`src/rtl/debug_pkg.sv`:
```
// Shared types and constants for the single-step register dump block.
package debug_pkg;

    typedef enum logic [2:0] {
        ST_IDLE  = 3'd0,
        ST_STEP  = 3'd1,
        ST_LOAD  = 3'd2,
        ST_START = 3'd3,
        ST_DATA  = 3'd4,
        ST_STOP  = 3'd5
    } dbg_state_e;

    localparam int unsigned FIRST_REG        = 32'd8;
    localparam int unsigned NUM_REGS         = 32'd8;
    localparam int unsigned CLKS_PER_BIT_DEF = 32'd4;

    // Register-file address of the idx-th dumped register.
    function automatic logic [3:0] reg_addr(input int unsigned first, input int unsigned idx);
        return 4'(first + idx);
    endfunction

endpackage

```
`src/rtl/debug_baud_gen.sv`:
```
// Bit-period counter: tick marks the last clock of each serial bit period.
module debug_baud_gen #(
    parameter int unsigned CLKS_PER_BIT = debug_pkg::CLKS_PER_BIT_DEF
) (
    input  logic clk,
    input  logic rst,
    input  logic clr,
    output logic tick
);

    localparam int unsigned CNT_W = (CLKS_PER_BIT > 32'd1) ? $clog2(CLKS_PER_BIT) : 32'd1;
    localparam logic [CNT_W-1:0] CNT_LAST = CNT_W'(CLKS_PER_BIT - 32'd1);

    logic [CNT_W-1:0] cnt_r;

    // Counter restarts on clr and wraps after the last clock of a bit.
    always_ff @(posedge clk or posedge rst) begin
        if (rst) begin
            cnt_r <= '0;
        end else if (clr || (cnt_r == CNT_LAST)) begin
            cnt_r <= '0;
        end else begin
            cnt_r <= cnt_r + CNT_W'(1);
        end
    end

    assign tick = ~clr & (cnt_r == CNT_LAST);

endmodule

```
`src/rtl/debug_reg_reader.sv`:
```
// Single-step controller: on a step request it advances the CPU one cycle, then
// dumps NUM_REGS register-file words as 8N1-style frames on a serial line.
module debug_reg_reader #(
    parameter int unsigned N            = 32'd24,
    parameter int unsigned CLKS_PER_BIT = debug_pkg::CLKS_PER_BIT_DEF,
    parameter int unsigned FIRST_REG    = debug_pkg::FIRST_REG,
    parameter int unsigned NUM_REGS     = debug_pkg::NUM_REGS
) (
    input  logic         clk,
    input  logic         rst,
    input  logic         dbg,
    input  logic         stp,
    output logic [3:0]   dbg_ra,
    input  logic [N-1:0] dbg_rd,
    output logic         cpu_en,
    output logic         out,
    output logic         busy,
    output logic         done
);
    import debug_pkg::*;

    localparam int unsigned IDX_W = (NUM_REGS > 32'd1) ? $clog2(NUM_REGS) : 32'd1;
    localparam int unsigned BIT_W = (N > 32'd1) ? $clog2(N) : 32'd1;
    localparam logic [IDX_W-1:0] IDX_LAST = IDX_W'(NUM_REGS - 32'd1);
    localparam logic [BIT_W-1:0] BIT_LAST = BIT_W'(N - 32'd1);

    dbg_state_e       state_r, state_nx_s;
    logic             stp_q_r;
    logic             step_edge_s;
    logic             tick_s;
    logic             clr_s;
    logic             done_s;
    logic [IDX_W-1:0] idx_r, idx_nx_s;
    logic [BIT_W-1:0] bit_cnt_r, bit_cnt_nx_s;
    logic [N-1:0]     shift_r, shift_nx_s;
    logic [3:0]       dbg_ra_r, dbg_ra_nx_s;
    logic             out_r, out_nx_s;
    logic             busy_r, busy_nx_s;

    assign step_edge_s = stp & ~stp_q_r;
    // Baud counter only runs while a bit is on the line, so each frame starts aligned.
    assign clr_s = (state_r != ST_START) && (state_r != ST_DATA) && (state_r != ST_STOP);

    debug_baud_gen #(
        .CLKS_PER_BIT(CLKS_PER_BIT)
    ) u_baud (
        .clk (clk),
        .rst (rst),
        .clr (clr_s),
        .tick(tick_s)
    );

    // Next-state, counters, shift register and next output values.
    always_comb begin
        state_nx_s   = state_r;
        idx_nx_s     = idx_r;
        bit_cnt_nx_s = bit_cnt_r;
        shift_nx_s   = shift_r;
        dbg_ra_nx_s  = dbg_ra_r;
        done_s       = 1'b0;
        case (state_r)
            ST_IDLE: begin
                if (dbg && step_edge_s) begin
                    state_nx_s = ST_STEP;
                end else begin
                    state_nx_s = ST_IDLE;
                end
            end
            ST_STEP: begin
                state_nx_s  = ST_LOAD;
                idx_nx_s    = '0;
                dbg_ra_nx_s = reg_addr(FIRST_REG, 32'd0);
            end
            ST_LOAD: begin
                state_nx_s   = ST_START;
                shift_nx_s   = dbg_rd;
                bit_cnt_nx_s = '0;
            end
            ST_START: begin
                if (tick_s) begin
                    state_nx_s = ST_DATA;
                end else begin
                    state_nx_s = ST_START;
                end
            end
            ST_DATA: begin
                if (tick_s) begin
                    shift_nx_s = shift_r >> 1;
                    if (bit_cnt_r == BIT_LAST) begin
                        state_nx_s = ST_STOP;
                    end else begin
                        bit_cnt_nx_s = bit_cnt_r + BIT_W'(1);
                    end
                end else begin
                    state_nx_s = ST_DATA;
                end
            end
            ST_STOP: begin
                if (tick_s) begin
                    if (idx_r == IDX_LAST) begin
                        state_nx_s = ST_IDLE;
                        done_s     = 1'b1;
                    end else begin
                        state_nx_s  = ST_LOAD;
                        idx_nx_s    = idx_r + IDX_W'(1);
                        dbg_ra_nx_s = reg_addr(FIRST_REG, 32'(idx_r) + 32'd1);
                    end
                end else begin
                    state_nx_s = ST_STOP;
                end
            end
            default: begin
                state_nx_s = ST_IDLE;
            end
        endcase

        // Line value is computed from the next state so the register lines up with it.
        case (state_nx_s)
            ST_START: out_nx_s = 1'b0;
            ST_DATA:  out_nx_s = shift_nx_s[0];
            default:  out_nx_s = 1'b1;
        endcase
        busy_nx_s = (state_nx_s != ST_IDLE);
    end

    // State, datapath and registered outputs.
    always_ff @(posedge clk or posedge rst) begin
        if (rst) begin
            state_r   <= ST_IDLE;
            stp_q_r   <= 1'b0;
            idx_r     <= '0;
            bit_cnt_r <= '0;
            shift_r   <= '0;
            dbg_ra_r  <= reg_addr(FIRST_REG, 32'd0);
            out_r     <= 1'b1;
            busy_r    <= 1'b0;
        end else begin
            state_r   <= state_nx_s;
            stp_q_r   <= stp;
            idx_r     <= idx_nx_s;
            bit_cnt_r <= bit_cnt_nx_s;
            shift_r   <= shift_nx_s;
            dbg_ra_r  <= dbg_ra_nx_s;
            out_r     <= out_nx_s;
            busy_r    <= busy_nx_s;
        end
    end

    // cpu_en follows dbg directly in IDLE so mode changes take effect without lag.
    assign cpu_en = ~rst & ((state_r == ST_STEP) | ((state_r == ST_IDLE) & ~dbg));
    assign done   = done_s;
    assign out    = out_r;
    assign busy   = busy_r;
    assign dbg_ra = dbg_ra_r;

endmodule

```
`config.mk`:
```
export PLATFORM = sky130hd
export DESIGN_NAME = debug_reg_reader
export DESIGN_NICKNAME = d
export VERILOG_FILES = /design/src/rtl/debug_pkg.sv /design/src/rtl/debug_baud_gen.sv /design/src/rtl/debug_reg_reader.sv
export SDC_FILE = /design/constraint.sdc
export NUM_CORES = 1
export LEC_CHECK = 0
export CELL_PAD_IN_SITES_DETAIL_PLACEMENT = 1
export CELL_PAD_IN_SITES_GLOBAL_PLACEMENT = 1
export CORE_MARGIN = 8
export CORE_UTILIZATION = 42
export DETAILED_ROUTE_END_ITERATION = 12
export GPL_TIMING_DRIVEN = 0
export PLACE_DENSITY_LB_ADDON = 0.1
export RECOVER_POWER = 25
export SYNTH_ARGS = -nofsm -noshare
export SYNTH_HDL_FRONTEND = slang
export SYNTH_SLANG_ARGS = --single-unit
```
`constraint.sdc`:
```
create_clock -name clk -period 4.2 [get_ports clk]
set_clock_uncertainty 0.15 [all_clocks]
set_input_delay 0.84 -clock clk [delete_from_list [all_inputs] [get_ports clk]]
set_output_delay 0.84 -clock clk [all_outputs]
set_load 0.005 [all_outputs]
```
======== After elaboration in Yosys (flattened, before gate mapping) ========
Index checks and enable logic that the tools add are counted.
operators by class
  shift operators ......................... 0
  reductions and logical operators ........ 11
  divide/modulo/power cells ............... 0
  mux-type cells .......................... 23
  equality and inequality tests ........... 17
  bitwise operators ....................... 9
  add/sub/neg operators ................... 5
  magnitude comparators ................... 0
  multipliers ............................. 0
operators with widths
  kind                                                             count
  24-bit case mux with 2 select lines                              1
  24-bit two-way mux                                               1
  3-bit two-way mux                                                6
  3-bit case mux with 6 select lines                               1
  3-bit == test, second input constant                             4
  5-bit two-way mux                                                2
  5-bit case mux with 2 select lines                               1
  3-bit by 2-bit == test with 1-bit output, second input constant  3
  4-bit two-way mux                                                2
  2-bit != test, second input constant                             4
  4-bit case mux with 2 select lines                               1
  3-bit != test, second input constant                             2
  3-bit case mux with 2 select lines                               1
  3-bit AND reduction                                              2
  5-bit by 1-bit adder with 5-bit output, second input constant    1
  5-bit == test, second input constant                             1
  3-bit by 1-bit adder with 4-bit output, second input constant    1
  4-bit adder, first input constant                                1
  1-bit AND                                                        4
  1-bit two-way mux                                                4
  2-bit two-way mux                                                2
  1-bit NOT                                                        4
  2-bit nonzero test                                               2
  3-bit by 1-bit adder with 3-bit output, second input constant    1
  other kinds (11)                                                 13
word-level totals
  memory bits (writable) .................. 0
  memories ................................ 0
  flip-flop bits (word level) ............. 44
  word-level logic and storage cells ...... 75
  ROM bits ................................ 0
  bits in latches ......................... 0
  input port bits ......................... 28

======== Longest topological paths before layout ========
  depth in word-level cells ............... 9
  depth in mapped cells ................... 7
  gate-level depth less buffers ........... 7

======== Cells and area by module ========
From an unflattened synthesis, not the netlist that was laid out.
second synthesis, totals
  cells, all modules ...................... 187
  area, all modules ....................... 1913.1 µm²
modules (own cells, without submodules)
  module            cells each  times used  area an instance (µm²)  seq. area each (µm²)
  debug_reg_reader  180         1           1815.5                  978.4
  debug_baud_gen    7           1           97.6                    50.0

======== Worst setup path before layout ========
OpenSTA, ideal clock, no wires.
  path kind ............................... input port to output port
  start point ............................. in dbg
  end point ............................... out cpu_en
  path slack .............................. 1.905 ns
  arrival ................................. 1.305 ns
  required time ........................... 3.210 ns
  path buffers ............................ 0
  stages on the path ...................... 1
  cell sequence ........................... a2111oi_0
on the way
  word-level cells in the longest chain between the ends .. 4
RTL lines
  element          RTL line                 text
  start, declared  debug_reg_reader.sv:11   input logic dbg,
  1-bit NOT        debug_reg_reader.sv:150  assign cpu_en = ~rst & ((state_r == ST_STEP) | ((state_r == ST_IDLE) & ~dbg));
  1-bit AND        debug_reg_reader.sv:150
  1-bit OR         debug_reg_reader.sv:150
  1-bit AND        debug_reg_reader.sv:150
  end, declared    debug_reg_reader.sv:15   output logic cpu_en,
No other way between the ends.

======== Final worst setup path ========
  start point ............................. in rst
  end point ............................... out cpu_en
on the way
  word-level cells in the longest chain between the ends .. 2
RTL lines
  element          RTL line                 text
  start, declared  debug_reg_reader.sv:10   input logic rst,
  1-bit NOT        debug_reg_reader.sv:150
  1-bit AND        debug_reg_reader.sv:150
No other way between the ends.

==> impl_metrics.tcl <==
set metrics [dict create \
    status "finished, violations left" \
    violations "capacitance limit, slew limit" \
    setup_tns_ns 0 \
    yosysMostFrequentCell "nand2_1" \
    place_ws_ns 0.961 \
    start_util 0.437 \
    netlist.top_cell.by_area "dfrtp_1" \
    netlist_instances 188 \
    viasPerCell 5.46 \
    clock-root-buffer "clkbuf_8" \
    drv_cap 1 \
    grt-ovfl-total 0 \
    end_kind "primary output" \
    drv_slew 42 \
    synth-edff-count 0 \
    antenna_found_initial 0 \
    seq_area_frac_synth 0.541 \
    drt-met1-wl_mm 2.11 \
    ir_drop_uv 215 \
    startpoint_type "input pin" \
    worstHoldPathType "flop to flop" \
    cp.arrival_ns 2.36 \
    ios 36 \
    cts_hold_buffers 0 \
    dieArea_um2 6940 \
    synth.net_count 220 \
    syn_to_final_growth_pct 27.6 \
    synth.distinct_cells 37 \
    period_needed_ns 3.35 \
    cts_setup_buffers 0 \
    dr_wl_met3_um 205 \
    die_y_um 83.3 \
    worst-path-buf-inv 2 \
    antenna_left 0 \
    totalWireLength_mm 4.78 \
    synthArstFlopShare 1.00 \
    p_leak_nw 1.12 \
    path_clk_slew_ns 0.08 \
    place_area_um2 2320 \
    layout.nets 262 \
    wl_per_cell_um 16.9 \
    grtUsageTotal 0.143 \
    syn_avg_cell_area_um2 10.1 \
    clock_path_buffers 2 \
    ys_warn_count 0 \
    synth_area_leaders "dfrtp_1 (51%), nand2_1 (10%), a22oi_1 (8.7%)" \
    fin_ws_ns 0.851 \
    path_cells "dlygate4sd3_1 > a2111oi_0 > clkdlybuf4s50_1" \
    finalSetupViolations 0 \
    ctsHtreeMaxLevel 2 \
    finalInstanceArea_um2 2430 \
    dr.first_iter.drc_count 70 \
    dp_hpwl_mm 3.50 \
    wl_met2_mm 2.44 \
    synth_top_flop_cell "dfrtp_1" \
    max_slew_margin -0.0313 \
    remaining_drc_errors 0 \
    critPathKind "input pin to primary output" \
    post-route-period-util 0.797 \
    first_global_vias 1766 \
    cts.repair.resized 0 \
    crit_path_max_incr_delay_ns 0.58 \
    crit_path_top_delay_cell "clkdlybuf4s50_1" \
    gp_congestion 0.789 \
    p_per_area_nw_per_um2 322 \
    grt_max_degree 42 \
    grt_pass1_wl_mm 8.28 \
    syn_area_um2 1900 \
    drive_gt1_frac 0.0866 \
    diodes 0 \
    synth_common_cells "nand2_1 (53), dfrtp_1 (39), a22oi_1 (22)" \
    port_buffers 35 \
    crit_family "buffers and inverters" \
    num-fill-cells 489 \
    core_area_um2 4350 \
    crit_required_ns 3.21 \
    rows 24 \
    max_clock_freq_mhz 299 \
    synth-seq-cells 41 \
    dr_total_vias 1544 \
    worstMarginPinSlew_ns 1.55 \
    cts_tree "yes" \
    clock-sinks 41 \
    first_pass_iters 4 \
    path_max_fanout 2 \
    synth_top_area_frac 0.513 \
    numCtsBuffers 5 \
    fp.dieW_um 83.3 \
    rsz0062_at_grt "false" \
    clk_latency_ns 0.29 \
    finalHoldViolations 0 \
    top_layer_used "met4" \
]
## per-stage QoR
step	util	hold WS, ns	total power, W	instances
after floorplan	-	0.261	0.000427	188
after global placement	0.532	0.272	0.000457	275
after detailed placement	0.532	0.317	0.000459	275
after CTS	0.559	0.328	0.000789	283
after global routing	0.557	0.351	0.000809	283
final	0.557	0.321	0.000782	283
## where the power goes
part | switching [W] | internal [W] | leakage [nW]
Clock | 0.000138 | 0.000194 | 0.0585
Sequential | 0.00000407 | 0.000403 | 0.502
Combinational | 0.0000161 | 0.0000272 | 0.564
Total | 0.000158 | 0.000624 | 1.12
## logic make-up (layout without fill, tap and decap cells)
| logic type | count (synthesis) | in the layout | share of synthesized area |
|---|---|---|---|
| buf+inv | 15 | 58 | 0.0408 |
| simple gates | 82 | 82 | 0.206 |
| flops | 41 | 41 | 0.541 |
| compound gates | 42 | 42 | 0.166 |
| xor+xnor | 3 | 3 | 0.0138 |
| mux | 1 | 1 | 0.00592 |
| fa+ha+maj | 4 | 4 | 0.0263 |
## placed cells by master (no fill, tap or decap), types with 3 or more instances in the layout
cell type        synthesis  routed
a22oi_1                 22      22
ha_1                     4       4
clkbuf_1                 4       8
nand2b_1                 4       4
nand2_1                 53      53
inv_1                    4       4
o21ai_0                  6       6
nor3_1                   3       3
nor2_1                   6       7
clkbuf_8                 0       6
clkdlybuf4s50_1          0      33
dfrtp_1                 39      39
a22o_1                   4       4
## state kept, by name, summed over array words and instances (netlist names)
signal / count
stp_q_r: 1
out: 1
state_r: 3
busy: 1
dbg_ra: 2
u_baud.cnt_r: 2
shift_r: 24
idx_r: 2
bit_cnt_r: 5
## final timing paths
check | start | end | slack (ns) | cells past startpoint
worst max-delay path | rst | cpu_en | 0.85 | 3
worst min-delay path | u_baud.cnt_r[0]$_DFF_PP0_ | u_baud.cnt_r[0]$_DFF_PP0_ | 0.32 | 1
worst max register to register | u_baud.cnt_r[0]$_DFF_PP0_ | shift_r[12]$_DFFE_PP0P_ | 1.90 | 7
worst min register to register | u_baud.cnt_r[0]$_DFF_PP0_ | u_baud.cnt_r[0]$_DFF_PP0_ | 0.32 | 1
max in group asynchronous | rst | shift_r[19]$_DFFE_PP0P_ | 1.67 | 2
min in group asynchronous | rst | shift_r[3]$_DFFE_PP0P_ | 1.33 | 2
## final cells by class
type	instances	area [um2]	area share
buffer	11	58.8	0.0242
clock buffer	7	86.3	0.0356
clock inverter	1	30.0	0.0124
inverter	4	15.0	0.00619
multi-input combinational	132	793	0.327
sequential	41	1030	0.424
tap	52	65.1	0.0268
timing repair buffer	35	350	0.144
## metal layers
layer | global-route usage | vias up
li1 | - | 736
met4 | 0.0415 | 0
met2 | 0.241 | 32
met5 | 0 | -
met3 | 0.0508 | 4
met1 | 0.166 | 772
Power figures use the tool's default switching activity.
